**config.mk**
```make
export PLATFORM = sky130hd
export DESIGN_NAME = tt_sweep_flat
export DESIGN_NICKNAME = d
export VERILOG_FILES = /design/src/rtl/tt_pkg.sv /design/src/rtl/tt_sweep_if.sv /design/src/rtl/tt_hold_timer.sv /design/src/rtl/tt_sweep.sv /design/src/flat_wrapper.sv
export SDC_FILE = /design/constraint.sdc
export NUM_CORES = 1
export LEC_CHECK = 0
export ABC_AREA = 0
export BUFFER_PORTS_ARGS = -buffer_cell sky130_fd_sc_hd__buf_4
export CAP_MARGIN = 30
export CORE_MARGIN = 3
export CORE_UTILIZATION = 45
export CTS_CLUSTER_DIAMETER = 50
export DETAILED_ROUTE_END_ITERATION = 16
export HOLD_SLACK_MARGIN = 0.15
export MAX_ROUTING_LAYER = met4
export PLACE_DENSITY = 0.67
export REMOVE_ABC_BUFFERS = 1
export SYNTH_ARGS = -nofsm -noshare
export SYNTH_HDL_FRONTEND = slang
export SYNTH_SLANG_ARGS = --single-unit
```
**constraint.sdc**
```tcl
create_clock -name clk -period 2.1 [get_ports clk]
set_clock_uncertainty 0.2 [all_clocks]
set_input_delay 0.105 -clock clk [delete_from_list [all_inputs] [get_ports clk]]
set_output_delay 0.105 -clock clk [all_outputs]
set_load 0.005 [all_outputs]
```
**src/rtl/tt_pkg.sv**
```systemverilog
`default_nettype none
// ============================================================================
// Module  : tt_pkg
// Brief   : Shared state encoding and sizing constants for the truth-table
//           sweeper.
// Rev     : 1.0 - initial release
// ============================================================================
package tt_pkg;

    localparam int NUM_VEC = 16;
    localparam int IDX_W   = 4;
    localparam int HOLD_W  = 8;

    typedef enum logic [1:0] {
        IDLE   = 2'd0,
        DRIVE  = 2'd1,
        SAMPLE = 2'd2,
        DONE   = 2'd3
    } state_t;

    localparam logic [IDX_W-1:0] c_LAST_IDX = IDX_W'(NUM_VEC - 1);

    // The timer expires at zero, so a hold of N cycles loads N-1.
    function automatic logic [HOLD_W-1:0] hold_load(input int cycles);
        return HOLD_W'(cycles - 1);
    endfunction

endpackage
`default_nettype wire

```
**src/rtl/tt_sweep_if.sv**
```systemverilog
`default_nettype none
// ============================================================================
// Module  : tt_sweep_if
// Brief   : Control, stimulus/response and result bundle of tt_sweep.
//           err_cnt/pass exist only with TT_SWEEP_CHECK_EN defined.
// Rev     : 1.0 - initial release
// ============================================================================
interface tt_sweep_if;
    import tt_pkg::*;

    logic               start;
    logic               a;
    logic               b;
    logic               c;
    logic               d;
    logic               f_in;
    logic               g_in;
    logic               busy;
    logic               done;
    logic [NUM_VEC-1:0] f_map;
    logic [NUM_VEC-1:0] g_map;
`ifdef TT_SWEEP_CHECK_EN
    logic [4:0]         err_cnt;
    logic               pass;
`endif

    // master = the sweeper, slave = the environment around it
    modport master (
        input  start,
        input  f_in,
        input  g_in,
        output a,
        output b,
        output c,
        output d,
        output busy,
        output done,
        output f_map,
        output g_map
`ifdef TT_SWEEP_CHECK_EN
        ,
        output err_cnt,
        output pass
`endif
    );

    modport slave (
        output start,
        output f_in,
        output g_in,
        input  a,
        input  b,
        input  c,
        input  d,
        input  busy,
        input  done,
        input  f_map,
        input  g_map
`ifdef TT_SWEEP_CHECK_EN
        ,
        input  err_cnt,
        input  pass
`endif
    );

endinterface
`default_nettype wire

```
**src/rtl/tt_hold_timer.sv**
```systemverilog
`default_nettype none
// ============================================================================
// Module  : tt_hold_timer
// Brief   : Loadable down-counter; o_expired is high while the count is zero.
// Rev     : 1.0 - initial release
// ============================================================================
module tt_hold_timer
    import tt_pkg::*;
(
    input  wire logic              clk,
    input  wire logic              rst,
    input  wire logic              i_load,
    input  wire logic [HOLD_W-1:0] i_load_val,
    output logic                   o_expired
);

    logic [HOLD_W-1:0] r_count;

    always_ff @(posedge clk or posedge rst) begin
        if (rst) begin
            r_count <= '0;
        end else if (i_load) begin
            r_count <= i_load_val;
        end else if (r_count != '0) begin
            r_count <= r_count - 1'b1;
        end
    end

    assign o_expired = (r_count == '0);

endmodule
`default_nettype wire

```
**src/rtl/tt_sweep.sv**
```systemverilog
`default_nettype none
// ============================================================================
// Module  : tt_sweep
// Brief   : Drives all 16 input vectors into a 4-input block and captures its
//           two responses. Optional golden compare: TT_SWEEP_CHECK_EN.
// Rev     : 1.0 - initial release
// ============================================================================
module tt_sweep
    import tt_pkg::*;
#(
    parameter int                 HOLD_CYCLES = 4,
    parameter logic [NUM_VEC-1:0] EXP_F       = 16'h0000,
    parameter logic [NUM_VEC-1:0] EXP_G       = 16'h0000
)
(
    input  wire logic  clk,
    input  wire logic  rst,
    tt_sweep_if.master bus
);

    localparam logic [HOLD_W-1:0] c_HOLD_LOAD = hold_load(HOLD_CYCLES);

    state_t             r_state;
    state_t             w_state_nxt;
    logic [IDX_W-1:0]   r_idx;
    logic [NUM_VEC-1:0] r_f_map;
    logic [NUM_VEC-1:0] r_g_map;
    logic               w_load;
    logic               w_expired;
    logic               w_accept;
    logic               w_vec_en;

    tt_hold_timer u_hold_timer (
        .clk        (clk),
        .rst        (rst),
        .i_load     (w_load),
        .i_load_val (c_HOLD_LOAD),
        .o_expired  (w_expired)
    );

    assign w_accept = (r_state == IDLE) && bus.start;
    assign w_vec_en = (r_state == DRIVE) || (r_state == SAMPLE);

    always_ff @(posedge clk or posedge rst) begin
        if (rst) begin
            r_state <= IDLE;
        end else begin
            r_state <= w_state_nxt;
        end
    end

    always_comb begin
        w_state_nxt = r_state;
        w_load      = 1'b0;
        case (r_state)
            IDLE: begin
                if (bus.start) begin
                    w_state_nxt = DRIVE;
                    w_load      = 1'b1;
                end
            end
            DRIVE: begin
                if (w_expired) begin
                    w_state_nxt = SAMPLE;
                end
            end
            SAMPLE: begin
                if (r_idx == c_LAST_IDX) begin
                    w_state_nxt = DONE;
                end else begin
                    w_state_nxt = DRIVE;
                    w_load      = 1'b1;
                end
            end
            DONE: begin
                w_state_nxt = IDLE;
            end
            default: begin
                w_state_nxt = IDLE;
            end
        endcase
    end

    // Index stops at the last vector; only a new start rewinds it.
    always_ff @(posedge clk or posedge rst) begin
        if (rst) begin
            r_idx   <= '0;
            r_f_map <= '0;
            r_g_map <= '0;
        end else if (w_accept) begin
            r_idx   <= '0;
            r_f_map <= '0;
            r_g_map <= '0;
        end else if (r_state == SAMPLE) begin
            r_f_map[r_idx] <= bus.f_in;
            r_g_map[r_idx] <= bus.g_in;
            if (r_idx != c_LAST_IDX) begin
                r_idx <= r_idx + 1'b1;
            end
        end
    end

    assign {bus.a, bus.b, bus.c, bus.d} = w_vec_en ? r_idx : '0;
    assign bus.busy  = w_vec_en;
    assign bus.done  = (r_state == DONE);
    assign bus.f_map = r_f_map;
    assign bus.g_map = r_g_map;

`ifdef TT_SWEEP_CHECK_EN
    localparam logic [4:0] c_ERR_MAX = 5'd16;

    logic [4:0] r_err_cnt;
    logic       r_pass;
    logic       w_mismatch;

    assign w_mismatch = (bus.f_in != EXP_F[r_idx]) || (bus.g_in != EXP_G[r_idx]);

    // pass is decided on the last SAMPLE so it is already valid during DONE.
    always_ff @(posedge clk or posedge rst) begin
        if (rst) begin
            r_err_cnt <= '0;
            r_pass    <= 1'b0;
        end else if (w_accept) begin
            r_err_cnt <= '0;
            r_pass    <= 1'b0;
        end else if (r_state == SAMPLE) begin
            if (w_mismatch && (r_err_cnt != c_ERR_MAX)) begin
                r_err_cnt <= r_err_cnt + 1'b1;
            end
            if (r_idx == c_LAST_IDX) begin
                r_pass <= (r_err_cnt == '0) && !w_mismatch;
            end
        end
    end

    assign bus.err_cnt = r_err_cnt;
    assign bus.pass    = r_pass;
`else
    logic w_unused_exp;
    assign w_unused_exp = ^{EXP_F, EXP_G};
`endif

endmodule
`default_nettype wire

```
**src/flat_wrapper.sv**
```systemverilog
// flat-port wrapper written by rule: the top's interface ports become plain ports
module tt_sweep_flat import tt_pkg::*;
#(
    parameter int                 HOLD_CYCLES = 4,
    parameter logic [NUM_VEC-1:0] EXP_F       = 16'h0000,
    parameter logic [NUM_VEC-1:0] EXP_G       = 16'h0000
)
  (clk, rst, bus_start, bus_f_in, bus_g_in, bus_a, bus_b, bus_c, bus_d, bus_busy, bus_done, bus_f_map, bus_g_map);
  tt_sweep_if bus_i ();
  input  wire logic clk;
  input  wire logic rst;
  input wire logic [$bits(bus_i.start)-1:0] bus_start;
  input wire logic [$bits(bus_i.f_in)-1:0] bus_f_in;
  input wire logic [$bits(bus_i.g_in)-1:0] bus_g_in;
  output wire logic [$bits(bus_i.a)-1:0] bus_a;
  output wire logic [$bits(bus_i.b)-1:0] bus_b;
  output wire logic [$bits(bus_i.c)-1:0] bus_c;
  output wire logic [$bits(bus_i.d)-1:0] bus_d;
  output wire logic [$bits(bus_i.busy)-1:0] bus_busy;
  output wire logic [$bits(bus_i.done)-1:0] bus_done;
  output wire logic [$bits(bus_i.f_map)-1:0] bus_f_map;
  output wire logic [$bits(bus_i.g_map)-1:0] bus_g_map;
  assign bus_i.start = bus_start;
  assign bus_i.f_in = bus_f_in;
  assign bus_i.g_in = bus_g_in;
  assign bus_a = bus_i.a;
  assign bus_b = bus_i.b;
  assign bus_c = bus_i.c;
  assign bus_d = bus_i.d;
  assign bus_busy = bus_i.busy;
  assign bus_done = bus_i.done;
  assign bus_f_map = bus_i.f_map;
  assign bus_g_map = bus_i.g_map;
  tt_sweep #(.HOLD_CYCLES(HOLD_CYCLES), .EXP_F(EXP_F), .EXP_G(EXP_G)) u_core (.clk(clk), .rst(rst), .bus(bus_i));
endmodule
```
==> parameters.txt <==
Parameter                              Value

Critical path
  Category of the worst setup path launch point    flop
  Reg-to-Reg Start    u_core.r_state[0]
  R2R setup slack    0.17 ns
  Arrival time at the worst endpoint    between 1.5 and 2 ns
  Kind of critical path    reg2reg
  Endpoint required time on the critical path    2.09 ns
  CP startpoint    u_core.r_state[0]
  Worst R2R End    u_core.bus.f_map[3]
  Critical Path End Type    flop
  Logic depth of the worst register-to-register path    6
  Worst-path maximum fanout    8
  Capturing instance or port of the critical path    u_core.bus.f_map[3]

Cells and area
  Proportion of layout cells with a drive suffix above 1    23.6%
  Final instance area    0.00285 mm²
  Final cell count without fillers    334
  Number of nets in the layout    282
  Final cell utilization of the core    59.1%
  Most frequent standard cell in the layout excluding fill and tap cells    sky130_fd_sc_hd__buf_4
  Highest-count cells in the layout ignoring fill and taps    sky130_fd_sc_hd__buf_4, sky130_fd_sc_hd__dfrtp_1, sky130_fd_sc_hd__nor2_1
  Layout area overhead    24.8%
  Antenna cell count    0

STA
  Number of setup violations in the final report    0
  Final max-slew violation count    0
  Min Tclk post-route    1.93 ns
  Slew headroom    57.3%
  Setup_tns    0 ns
  Peak clock frequency supported by timing    518 MHz
  Pin slew with the least headroom to its limit    around 0.64 ns
  Setup ws final    approximately 0.17 ns
  Final hold slack    0.163 ns
  Setup repair after global routing missed its margin    false
  Final Hold Violating Endpoints    0
  Fin crit share    91.9%

Power and ir drop
  Switching Fraction    36.9%
  Leakage power    1.57 nW
  Power consumption    3.43 mW
  Relative contribution of sequential cells to total power    39.9%
  Internal power    2.17 mW
  Share of power burned in combinational logic    40.7%
  Max IR drop VDD    between 0.5 and 0.6 mV
  Pwr Density    1200 mW/mm²
  Switch Pwr    1.27 mW
  Fraction of power consumed by the clock network    19.4%

Synthesis
  Synthesized instance count    217
  Synthesized area per cell    10.5 µm²
  Synthesis-stage register bit count    46
  Post-synthesis instance area    0.00228 mm²
  Synth warn    0
  Sequential area share after synthesis    about half
  Unique cell type count in the Yosys netlist    35

Drt
  Via density per instance    slightly above 5
  Average detailed-routed wire length per instance    14.2 µm
  Vias    1707
  DRC violation count after routing    0
  Final antenna-violating net count    0
  TritonRoute pass-1 iters    4
  Violation count after the first detailed-route iteration    approximately 110
  Aggregate routed wire length    4.75 mm

Placement
  Port-buffer cells    42
  Placed cell area    about 0.0027 mm²
  Routability congestion estimate    0.824
  Number of placed instances with taps included    around 320
  Post-placement worst setup slack    0.175 ns
  Half-perimeter wire length after placement    3.47 mm

Clock network
  Clock slew at reported path FFs    ~0.090 ns
  Worst-case clock buffer depth    2
  TritonCTS Buffers    5
  Deepest level of the CTS H-tree    2
  Clock tree sinks    between 40 and 50
  Insertion delay to the later sink of the worst-skew pair    0.30 ns
  Clock tree from TritonCTS    built
  CTS root buffer    sky130_fd_sc_hd__clkbuf_8

Status
  Run status    finished, final reports clean

Global route
  Initial antenna violation count    0
  Leftover overflow at the end of global routing    0
  First-pass GRT wire length    slightly above 8 mm
  Maximum number of pins on one net before global-route repair    19
  GRT Total Usage    approximately 18%
  Via count of the first global-routing pass    1756

Hold path
  Type of the tightest min-delay check    in2async

Floorplanning
  Core Footprint    0.00482 mm²
  DIE WIDTH    77.2 µm
  I/O pin count    43
  Initial cell density of the core    47.4%
  Die ar.    0.00596 mm²
  Die span in y    about 77 µm
  Number of core rows    25

Job
  Max-cap check violation count    0
-- kinds of logic (layout without fill, tap and decap cells) --
family                   Yosys count  after routing  share of synthesized area [%]
AND/OR/NAND/NOR                   87             87                           18.7
flip-flops                        46             46                           50.5
multiplexers                      33             33                           14.5
buffers and inverters             19             69                           3.18
AO/OA/AOI/OAI                     15             15                           4.83
adder cells (fa/ha/maj)           11             11                           6.03
XOR/XNOR                           6              6                           2.30
-- metal layers --
metal	track usage [%]	part of all wire (%)
met5	-	0
met1	24.2	49
met4	6.76	1.6
met2	26.2	46
met3	4.11	4.1
-- critical path, stage by stage (launching register included) --
cell and delay, ns:
sky130_fd_sc_hd__dfrtp_1 0.42, sky130_fd_sc_hd__inv_1 0.16, sky130_fd_sc_hd__ha_1 0.34, sky130_fd_sc_hd__nand2_1 0.09, sky130_fd_sc_hd__nor3_1 0.32, sky130_fd_sc_hd__mux2i_1 0.25
sky130_fd_sc_hd__nor2_1 0.05
-- layout make-up --
cell class              instances  area [µm²]
clock inverters                 3        43.8
inverters                       8        30.0
clock buffers                   5        68.8
fillers                       450        1970
flip-flops and latches         46        1150
well taps                      67        83.8
repair buffers                 53         408
multi-input cells             152        1060
-- registers in the layout, summed over array words and instances, names as in the netlist --
register	flops
u_core.bus.g_map	16
u_core.r_state	2
u_core.bus.f_map	16
u_core.r_idx	4
u_core.u_hold_timer.r_count	8
-- timing repair --
action | 4_1_cts | 5_1_grt
gates resized for setup | 0 | 1
hold endpoints to repair | 80 | 0
setup buffers | 0 | 0
hold buffers | 4 | 0
endpoints found under the setup margin | 0 | 2
-- Yosys cell counts --
cell / n / share of area [%]
sky130_fd_sc_hd__mux2i_1: 33 / 14
sky130_fd_sc_hd__nand4_1: 5 / 1.4
sky130_fd_sc_hd__nand3b_1: 1 / 0.33
sky130_fd_sc_hd__nand2_1: 8 / 1.3
sky130_fd_sc_hd__o2111ai_2: 1 / 0.66
sky130_fd_sc_hd__or4_1: 1 / 0.33
sky130_fd_sc_hd__xor2_1: 3 / 1.2
sky130_fd_sc_hd__xnor2_1: 3 / 1.2
sky130_fd_sc_hd__nand3_1: 11 / 2.4
sky130_fd_sc_hd__a21oi_1: 5 / 1.1
sky130_fd_sc_hd__nor3b_1: 1 / 0.33
sky130_fd_sc_hd__inv_1: 8 / 1.3
sky130_fd_sc_hd__a21boi_1: 1 / 0.33
sky130_fd_sc_hd__a211oi_1: 1 / 0.33
sky130_fd_sc_hd__or2b_1: 1 / 0.33
sky130_fd_sc_hd__a31oi_1: 1 / 0.27
sky130_fd_sc_hd__nand2b_1: 1 / 0.27
sky130_fd_sc_hd__and2_1: 6 / 1.6
sky130_fd_sc_hd__clkbuf_1: 7 / 1.2
sky130_fd_sc_hd__o31a_1: 1 / 0.38
sky130_fd_sc_hd__o31ai_1: 1 / 0.33
sky130_fd_sc_hd__a311oi_1: 1 / 0.38
sky130_fd_sc_hd__dfrtp_1: 46 / 50
sky130_fd_sc_hd__ha_1: 11 / 6.0
sky130_fd_sc_hd__or3b_4: 1 / 0.49
sky130_fd_sc_hd__nor2b_1: 3 / 0.82
sky130_fd_sc_hd__buf_1: 3 / 0.49
sky130_fd_sc_hd__o311ai_1: 1 / 0.38
sky130_fd_sc_hd__a2111oi_1: 1 / 0.44
sky130_fd_sc_hd__nor3_2: 2 / 0.88
sky130_fd_sc_hd__nor3_1: 4 / 0.88
sky130_fd_sc_hd__nor2_1: 41 / 6.7
sky130_fd_sc_hd__nor4_2: 1 / 0.55
sky130_fd_sc_hd__o21ai_1: 1 / 0.22
sky130_fd_sc_hd__buf_2: 1 / 0.22
-- power by group through the flow --
stage / combinational, mW / clock, mW / sequential [mW]
2_1_floorplan: 0.846 / 0 / 1.34
3_3_place_gp: 1.37 / 0 / 1.38
3_5_place_dp: 1.40 / 0 / 1.38
4_1_cts: 1.42 / 0.686 / 1.37
5_1_grt: 1.58 / 0.727 / 1.41
6_report: 1.40 / 0.664 / 1.37
-- worst min path at each step --
stage / start / to / slack, ns / depth (start not counted)
global placement: rst / u_core.bus.g_map[13] / -0.05 / 2
finish: rst / u_core.bus.g_map[13] / 0.16 / 3
CTS: rst / u_core.bus.g_map[13] / 0.17 / 3
global route: rst / u_core.bus.g_map[13] / 0.20 / 3
floorplan: bus_f_in / u_core.bus.f_map[10] / 0.06 / 2
detailed placement: rst / u_core.bus.g_map[13] / -0.06 / 2
Power figures use the tool's default switching activity.
